<file path="src/rtl/dsp48a1_pkg.sv">
// Shared widths, OPMODE bit positions, mux codes and attribute strings
// for the DSP48A1-style slice.
package dsp48a1_pkg;

  localparam int AB_W = 18;
  localparam int M_W  = 36;
  localparam int P_W  = 48;
  localparam int OP_W = 8;

  localparam int OP_X_LSB      = 0;
  localparam int OP_Z_LSB      = 2;
  localparam int OP_PREADD_SEL = 4;
  localparam int OP_CARRY      = 5;
  localparam int OP_PREADD_SUB = 6;
  localparam int OP_POST_SUB   = 7;

  localparam logic [1:0] X_ZERO   = 2'd0;
  localparam logic [1:0] X_M      = 2'd1;
  localparam logic [1:0] X_P      = 2'd2;
  localparam logic [1:0] X_CONCAT = 2'd3;

  localparam logic [1:0] Z_ZERO = 2'd0;
  localparam logic [1:0] Z_PCIN = 2'd1;
  localparam logic [1:0] Z_P    = 2'd2;
  localparam logic [1:0] Z_C    = 2'd3;

  localparam string CARRYINSEL_OPMODE5 = "OPMODE5";
  localparam string CARRYINSEL_CARRYIN = "CARRYIN";
  localparam string B_INPUT_DIRECT     = "DIRECT";
  localparam string B_INPUT_CASCADE    = "CASCADE";

endpackage

</file>
<file path="src/rtl/dsp48a1_slice_if.sv">
// Operand, control and result bundle of the DSP48A1-style slice.
interface dsp48a1_slice_if;
  import dsp48a1_pkg::*;

  logic RSTA, RSTB, RSTC, RSTD, RSTM, RSTP, RSTCARRYIN, RSTOPMODE;
  logic CEA, CEB, CEC, CED, CEM, CEP, CECARRYIN, CEOPMODE;
  logic [AB_W-1:0] A, B, BCIN, D;
  logic [P_W-1:0]  C, PCIN;
  logic            CARRYIN;
  logic [OP_W-1:0] OPMODE;
  logic [AB_W-1:0] BCOUT;
  logic [M_W-1:0]  M;
  logic [P_W-1:0]  P, PCOUT;
  logic            CARRYOUT, CARRYOUTF;

  modport master (
    output RSTA, RSTB, RSTC, RSTD, RSTM, RSTP, RSTCARRYIN, RSTOPMODE,
    output CEA, CEB, CEC, CED, CEM, CEP, CECARRYIN, CEOPMODE,
    output A, B, BCIN, D, C, PCIN, CARRYIN, OPMODE,
    input  BCOUT, M, P, PCOUT, CARRYOUT, CARRYOUTF
  );

  modport slave (
    input  RSTA, RSTB, RSTC, RSTD, RSTM, RSTP, RSTCARRYIN, RSTOPMODE,
    input  CEA, CEB, CEC, CED, CEM, CEP, CECARRYIN, CEOPMODE,
    input  A, B, BCIN, D, C, PCIN, CARRYIN, OPMODE,
    output BCOUT, M, P, PCOUT, CARRYOUT, CARRYOUTF
  );

endinterface

</file>
<file path="src/rtl/dsp48a1_pipe_reg.sv">
// One pipeline stage: an enabled flop with async clear when RSEL=1,
// a plain wire when RSEL=0 (clock, reset and enable then have no effect).
module dsp48a1_pipe_reg #(
  parameter int WIDTH = 18,
  parameter int RSEL  = 1
) (
  input  logic             clk,
  input  logic             rst,
  input  logic             ce,
  input  logic [WIDTH-1:0] d,
  output logic [WIDTH-1:0] q
);

  generate
    if (RSEL == 1) begin : g_reg
      always_ff @(posedge clk or posedge rst) begin
        if (rst) begin
          q <= '0;
        end else if (ce) begin
          q <= d;
        end
      end
    end else begin : g_bypass
      logic unused_ctrl;
      assign unused_ctrl = ^{clk, rst, ce};
      assign q = d;
    end
  endgenerate

endmodule

</file>
<file path="src/rtl/dsp48a1_slice.sv">
// DSP48A1-style slice: pre-adder, 18x18 multiplier, 48-bit post-adder with carry.
// Define DSP48A1_SIGNED_MULT_EN for a signed multiplier with sign-extended M on the X mux.
module dsp48a1_slice
  import dsp48a1_pkg::*;
#(
  parameter int    A0REG       = 0,
  parameter int    A1REG       = 1,
  parameter int    B0REG       = 0,
  parameter int    B1REG       = 1,
  parameter int    CREG        = 1,
  parameter int    DREG        = 1,
  parameter int    MREG        = 1,
  parameter int    PREG        = 1,
  parameter int    CARRYINREG  = 1,
  parameter int    CARRYOUTREG = 1,
  parameter int    OPMODEREG   = 1,
  parameter string CARRYINSEL  = "OPMODE5",
  parameter string B_INPUT     = "DIRECT"
) (
  input logic            CLK,
  dsp48a1_slice_if.slave bus
);

  localparam bit CIN_FROM_OP5   = (CARRYINSEL == CARRYINSEL_OPMODE5);
  localparam bit CIN_FROM_PIN   = (CARRYINSEL == CARRYINSEL_CARRYIN);
  localparam bit B_FROM_DIRECT  = (B_INPUT == B_INPUT_DIRECT);
  localparam bit B_FROM_CASCADE = (B_INPUT == B_INPUT_CASCADE);

  logic [OP_W-1:0] opmode_r;
  logic [AB_W-1:0] d_r, b_sel, b0, a0, a1, b1, b1_in, pre_sum;
  logic [P_W-1:0]  c_r, x_mux, z_mux, p_r, m_ext;
  logic [M_W-1:0]  m_prod, m_r;
  logic            cin_sel, cin_r, co_r;
  logic [P_W:0]    post_sum;

  always_comb begin
    b_sel = '0;
    if (B_FROM_DIRECT) begin
      b_sel = bus.B;
    end else if (B_FROM_CASCADE) begin
      b_sel = bus.BCIN;
    end
  end

  dsp48a1_pipe_reg #(.WIDTH(OP_W), .RSEL(OPMODEREG)) u_opmode_reg (
    .clk(CLK), .rst(bus.RSTOPMODE), .ce(bus.CEOPMODE), .d(bus.OPMODE), .q(opmode_r));
  dsp48a1_pipe_reg #(.WIDTH(AB_W), .RSEL(DREG)) u_d_reg (
    .clk(CLK), .rst(bus.RSTD), .ce(bus.CED), .d(bus.D), .q(d_r));
  dsp48a1_pipe_reg #(.WIDTH(AB_W), .RSEL(B0REG)) u_b0_reg (
    .clk(CLK), .rst(bus.RSTB), .ce(bus.CEB), .d(b_sel), .q(b0));
  dsp48a1_pipe_reg #(.WIDTH(AB_W), .RSEL(A0REG)) u_a0_reg (
    .clk(CLK), .rst(bus.RSTA), .ce(bus.CEA), .d(bus.A), .q(a0));
  dsp48a1_pipe_reg #(.WIDTH(P_W), .RSEL(CREG)) u_c_reg (
    .clk(CLK), .rst(bus.RSTC), .ce(bus.CEC), .d(bus.C), .q(c_r));

  assign pre_sum = opmode_r[OP_PREADD_SUB] ? (d_r - b0) : (d_r + b0);
  assign b1_in   = opmode_r[OP_PREADD_SEL] ? pre_sum : b0;

  dsp48a1_pipe_reg #(.WIDTH(AB_W), .RSEL(B1REG)) u_b1_reg (
    .clk(CLK), .rst(bus.RSTB), .ce(bus.CEB), .d(b1_in), .q(b1));
  dsp48a1_pipe_reg #(.WIDTH(AB_W), .RSEL(A1REG)) u_a1_reg (
    .clk(CLK), .rst(bus.RSTA), .ce(bus.CEA), .d(a0), .q(a1));

`ifdef DSP48A1_SIGNED_MULT_EN
  logic signed [M_W-1:0] a1_s, b1_s;
  assign a1_s   = {{(M_W-AB_W){a1[AB_W-1]}}, a1};
  assign b1_s   = {{(M_W-AB_W){b1[AB_W-1]}}, b1};
  assign m_prod = a1_s * b1_s;
  assign m_ext  = {{(P_W-M_W){m_r[M_W-1]}}, m_r};
`else
  assign m_prod = {{(M_W-AB_W){1'b0}}, a1} * {{(M_W-AB_W){1'b0}}, b1};
  assign m_ext  = {{(P_W-M_W){1'b0}}, m_r};
`endif

  dsp48a1_pipe_reg #(.WIDTH(M_W), .RSEL(MREG)) u_m_reg (
    .clk(CLK), .rst(bus.RSTM), .ce(bus.CEM), .d(m_prod), .q(m_r));

  assign cin_sel = CIN_FROM_OP5 ? opmode_r[OP_CARRY] :
                   (CIN_FROM_PIN ? bus.CARRYIN : 1'b0);

  dsp48a1_pipe_reg #(.WIDTH(1), .RSEL(CARRYINREG)) u_cin_reg (
    .clk(CLK), .rst(bus.RSTCARRYIN), .ce(bus.CECARRYIN), .d(cin_sel), .q(cin_r));

  always_comb begin
    x_mux = '0;
    case (opmode_r[OP_X_LSB +: 2])
      X_ZERO:   x_mux = '0;
      X_M:      x_mux = m_ext;
      X_P:      x_mux = p_r;
      X_CONCAT: x_mux = {d_r[11:0], a1, b1};
      default:  x_mux = '0;
    endcase
  end

  always_comb begin
    z_mux = '0;
    case (opmode_r[OP_Z_LSB +: 2])
      Z_ZERO:  z_mux = '0;
      Z_PCIN:  z_mux = bus.PCIN;
      Z_P:     z_mux = p_r;
      Z_C:     z_mux = c_r;
      default: z_mux = '0;
    endcase
  end

  // Bit 48 is the carry when adding and the borrow of the 49-bit difference when subtracting.
  always_comb begin
    if (opmode_r[OP_POST_SUB]) begin
      post_sum = {1'b0, z_mux} - ({1'b0, x_mux} + {{P_W{1'b0}}, cin_r});
    end else begin
      post_sum = {1'b0, z_mux} + {1'b0, x_mux} + {{P_W{1'b0}}, cin_r};
    end
  end

  dsp48a1_pipe_reg #(.WIDTH(P_W), .RSEL(PREG)) u_p_reg (
    .clk(CLK), .rst(bus.RSTP), .ce(bus.CEP), .d(post_sum[P_W-1:0]), .q(p_r));

  // The carry-out flop shares the carry-in stage's reset and enable, as on the hardware slice.
  dsp48a1_pipe_reg #(.WIDTH(1), .RSEL(CARRYOUTREG)) u_co_reg (
    .clk(CLK), .rst(bus.RSTCARRYIN), .ce(bus.CECARRYIN), .d(post_sum[P_W]), .q(co_r));

  assign bus.BCOUT     = b1;
  assign bus.M         = m_r;
  assign bus.P         = p_r;
  assign bus.PCOUT     = p_r;
  assign bus.CARRYOUT  = co_r;
  assign bus.CARRYOUTF = co_r;

endmodule

</file>
<file path="src/flat_wrapper.sv">
// flat-port wrapper written by rule: the top's interface ports become plain ports
module dsp48a1_slice_flat import dsp48a1_pkg::*;
#(
  parameter int    A0REG       = 0,
  parameter int    A1REG       = 1,
  parameter int    B0REG       = 0,
  parameter int    B1REG       = 1,
  parameter int    CREG        = 1,
  parameter int    DREG        = 1,
  parameter int    MREG        = 1,
  parameter int    PREG        = 1,
  parameter int    CARRYINREG  = 1,
  parameter int    CARRYOUTREG = 1,
  parameter int    OPMODEREG   = 1,
  parameter string CARRYINSEL  = "       ",
  parameter string B_INPUT     = "      "
)
  (CLK, bus_RSTA, bus_RSTB, bus_RSTC, bus_RSTD, bus_RSTM, bus_RSTP, bus_RSTCARRYIN, bus_RSTOPMODE, bus_CEA, bus_CEB, bus_CEC, bus_CED, bus_CEM, bus_CEP, bus_CECARRYIN, bus_CEOPMODE, bus_A, bus_B, bus_BCIN, bus_D, bus_C, bus_PCIN, bus_CARRYIN, bus_OPMODE, bus_BCOUT, bus_M, bus_P, bus_PCOUT, bus_CARRYOUT, bus_CARRYOUTF);
  dsp48a1_slice_if bus_i ();
  input logic CLK;
  input wire logic [$bits(bus_i.RSTA)-1:0] bus_RSTA;
  input wire logic [$bits(bus_i.RSTB)-1:0] bus_RSTB;
  input wire logic [$bits(bus_i.RSTC)-1:0] bus_RSTC;
  input wire logic [$bits(bus_i.RSTD)-1:0] bus_RSTD;
  input wire logic [$bits(bus_i.RSTM)-1:0] bus_RSTM;
  input wire logic [$bits(bus_i.RSTP)-1:0] bus_RSTP;
  input wire logic [$bits(bus_i.RSTCARRYIN)-1:0] bus_RSTCARRYIN;
  input wire logic [$bits(bus_i.RSTOPMODE)-1:0] bus_RSTOPMODE;
  input wire logic [$bits(bus_i.CEA)-1:0] bus_CEA;
  input wire logic [$bits(bus_i.CEB)-1:0] bus_CEB;
  input wire logic [$bits(bus_i.CEC)-1:0] bus_CEC;
  input wire logic [$bits(bus_i.CED)-1:0] bus_CED;
  input wire logic [$bits(bus_i.CEM)-1:0] bus_CEM;
  input wire logic [$bits(bus_i.CEP)-1:0] bus_CEP;
  input wire logic [$bits(bus_i.CECARRYIN)-1:0] bus_CECARRYIN;
  input wire logic [$bits(bus_i.CEOPMODE)-1:0] bus_CEOPMODE;
  input wire logic [$bits(bus_i.A)-1:0] bus_A;
  input wire logic [$bits(bus_i.B)-1:0] bus_B;
  input wire logic [$bits(bus_i.BCIN)-1:0] bus_BCIN;
  input wire logic [$bits(bus_i.D)-1:0] bus_D;
  input wire logic [$bits(bus_i.C)-1:0] bus_C;
  input wire logic [$bits(bus_i.PCIN)-1:0] bus_PCIN;
  input wire logic [$bits(bus_i.CARRYIN)-1:0] bus_CARRYIN;
  input wire logic [$bits(bus_i.OPMODE)-1:0] bus_OPMODE;
  output wire logic [$bits(bus_i.BCOUT)-1:0] bus_BCOUT;
  output wire logic [$bits(bus_i.M)-1:0] bus_M;
  output wire logic [$bits(bus_i.P)-1:0] bus_P;
  output wire logic [$bits(bus_i.PCOUT)-1:0] bus_PCOUT;
  output wire logic [$bits(bus_i.CARRYOUT)-1:0] bus_CARRYOUT;
  output wire logic [$bits(bus_i.CARRYOUTF)-1:0] bus_CARRYOUTF;
  assign bus_i.RSTA = bus_RSTA;
  assign bus_i.RSTB = bus_RSTB;
  assign bus_i.RSTC = bus_RSTC;
  assign bus_i.RSTD = bus_RSTD;
  assign bus_i.RSTM = bus_RSTM;
  assign bus_i.RSTP = bus_RSTP;
  assign bus_i.RSTCARRYIN = bus_RSTCARRYIN;
  assign bus_i.RSTOPMODE = bus_RSTOPMODE;
  assign bus_i.CEA = bus_CEA;
  assign bus_i.CEB = bus_CEB;
  assign bus_i.CEC = bus_CEC;
  assign bus_i.CED = bus_CED;
  assign bus_i.CEM = bus_CEM;
  assign bus_i.CEP = bus_CEP;
  assign bus_i.CECARRYIN = bus_CECARRYIN;
  assign bus_i.CEOPMODE = bus_CEOPMODE;
  assign bus_i.A = bus_A;
  assign bus_i.B = bus_B;
  assign bus_i.BCIN = bus_BCIN;
  assign bus_i.D = bus_D;
  assign bus_i.C = bus_C;
  assign bus_i.PCIN = bus_PCIN;
  assign bus_i.CARRYIN = bus_CARRYIN;
  assign bus_i.OPMODE = bus_OPMODE;
  assign bus_BCOUT = bus_i.BCOUT;
  assign bus_M = bus_i.M;
  assign bus_P = bus_i.P;
  assign bus_PCOUT = bus_i.PCOUT;
  assign bus_CARRYOUT = bus_i.CARRYOUT;
  assign bus_CARRYOUTF = bus_i.CARRYOUTF;
  dsp48a1_slice #(.A0REG(A0REG), .A1REG(A1REG), .B0REG(B0REG), .B1REG(B1REG), .CREG(CREG), .DREG(DREG), .MREG(MREG), .PREG(PREG), .CARRYINREG(CARRYINREG), .CARRYOUTREG(CARRYOUTREG), .OPMODEREG(OPMODEREG), .CARRYINSEL(CARRYINSEL), .B_INPUT(B_INPUT)) u_core (.CLK(CLK), .bus(bus_i));
endmodule
</file>
<file path="config.mk">
export PLATFORM = sky130hd
export DESIGN_NAME = dsp48a1_slice_flat
export DESIGN_NICKNAME = d
export VERILOG_FILES = /design/src/rtl/dsp48a1_pkg.sv /design/src/rtl/dsp48a1_slice_if.sv /design/src/rtl/dsp48a1_pipe_reg.sv /design/src/rtl/dsp48a1_slice.sv /design/src/flat_wrapper.sv
export SDC_FILE = /design/constraint.sdc
export NUM_CORES = 1
export LEC_CHECK = 0
export ABC_CLOCK_PERIOD_IN_PS = 7800
export BUFFER_PORTS_ARGS = -buffer_cell sky130_fd_sc_hd__buf_4
export CORE_MARGIN = 2
export CORE_UTILIZATION = 50
export DETAILED_ROUTE_END_ITERATION = 7
export GPL_TIMING_DRIVEN = 0
export PLACE_DENSITY_LB_ADDON = 0.12
export REMOVE_ABC_BUFFERS = 1
export SLEW_MARGIN = 10
export SYNTH_ARGS = -nofsm -noshare
export SYNTH_HDL_FRONTEND = slang
export SYNTH_SLANG_ARGS = --single-unit
</file>
<file path="constraint.sdc">
create_clock -name CLK -period 7.8 [get_ports CLK]
set_input_delay 1.56 -clock CLK [delete_from_list [all_inputs] [get_ports CLK]]
set_output_delay 1.56 -clock CLK [all_outputs]
set_load 0.02 [all_outputs]
</file>
==> results.md <==
- Result of the run: finished, violations left
- Violations in the final reports: design-rule violations
- Detail-routed net length per standard cell: about 21 µm
- Mapped Cells: 2507
- Startpoint types: register
- Leading area contributor after synthesis: sky130_fd_sc_hd__fa_1
- Portion of the post-synthesis area used by sequential elements: 20.4%
- Gate family responsible for the most delay along the worst path: adder cells
- Maximum resistive drop on vdd: 0.000315 V
- Area of the core region: around 0.047 mm²
- Critical R2R Capture: u_core.u_m_reg.q[29]
- Mux contribution to synthesized area: roughly an eighth
- Count of cells resized by post-cts repair: 0
- Vias in the first global route: 19300
- Reg2reg path depth: 23
- Net count, final: 3252
- Final slew viol count: 0
- Highest-delay cell along the critical path: sky130_fd_sc_hd__dfrtp_1
- Reg-to-reg setup timing slack: 0.53 ns
- H-tree levels: 4
- Final design area excluding fillers: 0.0266 mm²
- Die extent in y: 222 µm
- Util after Layout: ~57%
- DR vias/cell: 5.65
- Critical path, cell by cell: nand2_1 > fa_1 > inv_1 > fa_1 > inv_1 > fa_1 > inv_1 > fa_1 > fa_1 > inv_1 > fa_1 > inv_1 > ha_1 > a21oi_1 > nor2_1 > o21ai_0 > o21ai_0 > nor3_1 > a21oi_1 > a2111oi_0 > o31ai_1 > xnor2_1 > mux2_2
- Largest family of logic cells by synthesized area: adder cells
- Clock Skews: 0.0149 ns
- Number of antenna-violating nets in the routed design: 0
- Hold Path Sink: u_core.u_c_reg.q[1]
- Clock transition at the register clock pins on the worst setup and hold paths after CTS: about 0.080 ns
- Root buffer cell: sky130_fd_sc_hd__clkbuf_16
- Setup TNS: 0 ns
- Maximum number of pins on one net before global-route repair: 56
- Final period utilization: 93.3%
- Clock latency on the worst-skew pair: between 0.4 and 0.5 ns
- Final count of negative-setup-slack endpoints: 0
- Power density over cell area: 410 mW/mm²
- Global-route wire length before repair: around 110 mm
- Fraction of final layout cells sized beyond drive strength 1: 23.0%
- Area used by multi-input combinational logic: 0.0166 mm²
- Most common cell after layout, fill and taps aside: sky130_fd_sc_hd__inv_1
- CP max FO: 21
- Filler cell count: 4197
- Number of buffers inserted by hold repair at cts: 0
- Top cell by count, worst path: sky130_fd_sc_hd__fa_1
- Top FF cell, synth: sky130_fd_sc_hd__dfrtp_1
- Placed inst area: 0.0259 mm²
- Full die area: between 0.04 and 0.05 mm²
- Headroom to the max-slew limit: between 20% and 30%
- Final global-route overflow total: 0
- CTS Buf Count: 17
- Overall routed net length: 67.6 mm
- Cell types occupying the most area after synthesis: sky130_fd_sc_hd__fa_1 22%, sky130_fd_sc_hd__dfrtp_1 20%, sky130_fd_sc_hd__mux2_2 11%
- Min-delay src: u_core.u_c_reg.q[1]
- Critical Path RT: between 8 and 9 ns
- Number of maximum-capacitance violations: 0
- Buffers plus inverters on the worst setup path: 5
- Register bit total from synthesis: 193
- Final-report hold violation count: 0
- Post-synth top area share: 21.7%
- GRT Overall Usage: between 20 and 30%
- Static leakage power: 13.1 nW
- Row count: 79
- Initial detailed-routing violation count: 1370
- Worst Path Class, Setup: register to register
- Starting density of the core: 50.8%
- Horizontal die dimension: 222 µm
- Via count: 18400
- Ys Warns: 0
- Library cells used by synthesis: 71
- Final hold slack: 0.508 ns
- Mapped cell area: 0.0237 mm²
- Buffers from clock root to sink, at most: 2
- Clock Sinks: slightly below 200
- FFs w/ async S/R, synth: 100%
- Clock period minus worst slack: 7.27 ns
- Sequential cell area: 0.00484 mm²
- Setup repair after global routing missed its margin: no
- XOR/XNOR share of the synthesized area: under 10%
- Syn Area/Cell: 9.46 µm²
- Leading cell types in the layout, fill and taps excluded: 348 x sky130_fd_sc_hd__inv_1, 306 x sky130_fd_sc_hd__buf_4, 257 x sky130_fd_sc_hd__fa_1
- DR pass1 iterations: 7
- GP Congestion: 0.904
- Fmax: 137 MHz
- Clock tree from TritonCTS: yes
- Worst EP arrival: 7.65 ns
- Reg-to-Reg Start: u_core.u_b1_reg.q[10]
- Path type of the worst min-delay path: register to register
- I/O pin count: 346
- Remaining DRCs: 14
- Kind of capture point of the worst setup path: register
- Share of synthesized cell area in and, or, nand and nor gates: 11.9%
- PnR Total Power: around 11 mW
- Number of cells traversed by the worst hold path: 1
- HPWL reported at the end of detailed placement: 51.4 mm
- Critical Path Max Stage Delay: between 1 and 1.5 ns
- Slew at the pin with the worst max-slew slack: 1.19 ns
- Port bufs: 306
- Initial antenna violation count: 3
- Post CTS Setup Buffer Count: 0
- EDFF count, synth: 0
- Post-synthesis compound-gate area fraction: 11.6%
- Area growth, synth to finish: 12.0%
- Adder and majority cell fraction of the synthesized area: 30.1%
-- worst max-delay path by stage --
stage	cells after the start	to	slack, ns	from
floorplan	23	u_core.u_m_reg.q[29]	1.67	u_core.u_b1_reg.q[9]
global placement	14	u_core.u_p_reg.q[41]	-0.73	u_core.u_opmode_reg.q[3]
detailed placement	23	u_core.u_m_reg.q[29]	0.58	u_core.u_b1_reg.q[9]
CTS	23	u_core.u_m_reg.q[29]	0.53	u_core.u_b1_reg.q[9]
global route	23	u_core.u_m_reg.q[29]	0.16	u_core.u_b1_reg.q[10]
finish	23	u_core.u_m_reg.q[29]	0.53	u_core.u_b1_reg.q[10]
-- where the power goes --
group	switching, mW	leakage (nW)	internal [mW]
Sequential	0.623	2.29	1.31
Combinational	4.41	10.5	3.57
Clock	0.458	0.296	0.514
Total	5.49	13.1	5.39
-- stage by stage --
stage	cells	setup slack [ns]
3_5_place_dp	3230	0.575
4_1_cts	3261	0.532
3_3_place_gp	3223	-0.733
6_report	3262	0.526
2_1_floorplan	2310	1.67
5_1_grt	3261	0.159
-- layout make-up --
class | count | area share [%]
clock inverters | 14 | 0.730
diodes | 1 | 0.00942
flip-flops and latches | 193 | 18.2
clock buffers | 17 | 1.60
inverters | 351 | 4.96
well taps | 607 | 2.86
multi-input cells | 1766 | 62.5
repair buffers | 313 | 9.18
-- sequential cells by signal (all words and copies together) (netlist names) --
signal	flops
u_core.u_c_reg.q	48
u_core.u_p_reg.q	48
u_core.u_m_reg.q	36
u_core.u_a1_reg.q	18
u_core.u_b1_reg.q	18
u_core.u_d_reg.q	18
u_core.u_opmode_reg.q	6
u_core.u_co_reg.q	1
-- cell families after synthesis --
kind of cell / Yosys count
XOR/XNOR: 118
multiplexers: 250
adder cells (fa/ha/maj): 416
AND/OR/NAND/NOR: 580
buffers and inverters: 548
AO/OA/AOI/OAI: 402
flip-flops: 193
-- metal layers --
metal	share of wire (%)	global-route usage [%]
met5	0.040	0
met4	2.3	7.87
met3	6.6	5.63
met2	47	45.9
met1	44	38.9
-- synthesized netlist by cell type, types with 55 or more instances --
library cell               number
sky130_fd_sc_hd__nor2_1        65
sky130_fd_sc_hd__ha_1         159
sky130_fd_sc_hd__o21ai_0       59
sky130_fd_sc_hd__dfrtp_1      193
sky130_fd_sc_hd__a22o_1        55
sky130_fd_sc_hd__mux2_2       237
sky130_fd_sc_hd__xnor2_1       61
sky130_fd_sc_hd__nand2_1      251
sky130_fd_sc_hd__fa_1         257
sky130_fd_sc_hd__inv_1        351
sky130_fd_sc_hd__a21oi_1      105
sky130_fd_sc_hd__and2_1       151
sky130_fd_sc_hd__xor2_1        57
sky130_fd_sc_hd__clkbuf_1     119
(Power assumes the default switching activity.)
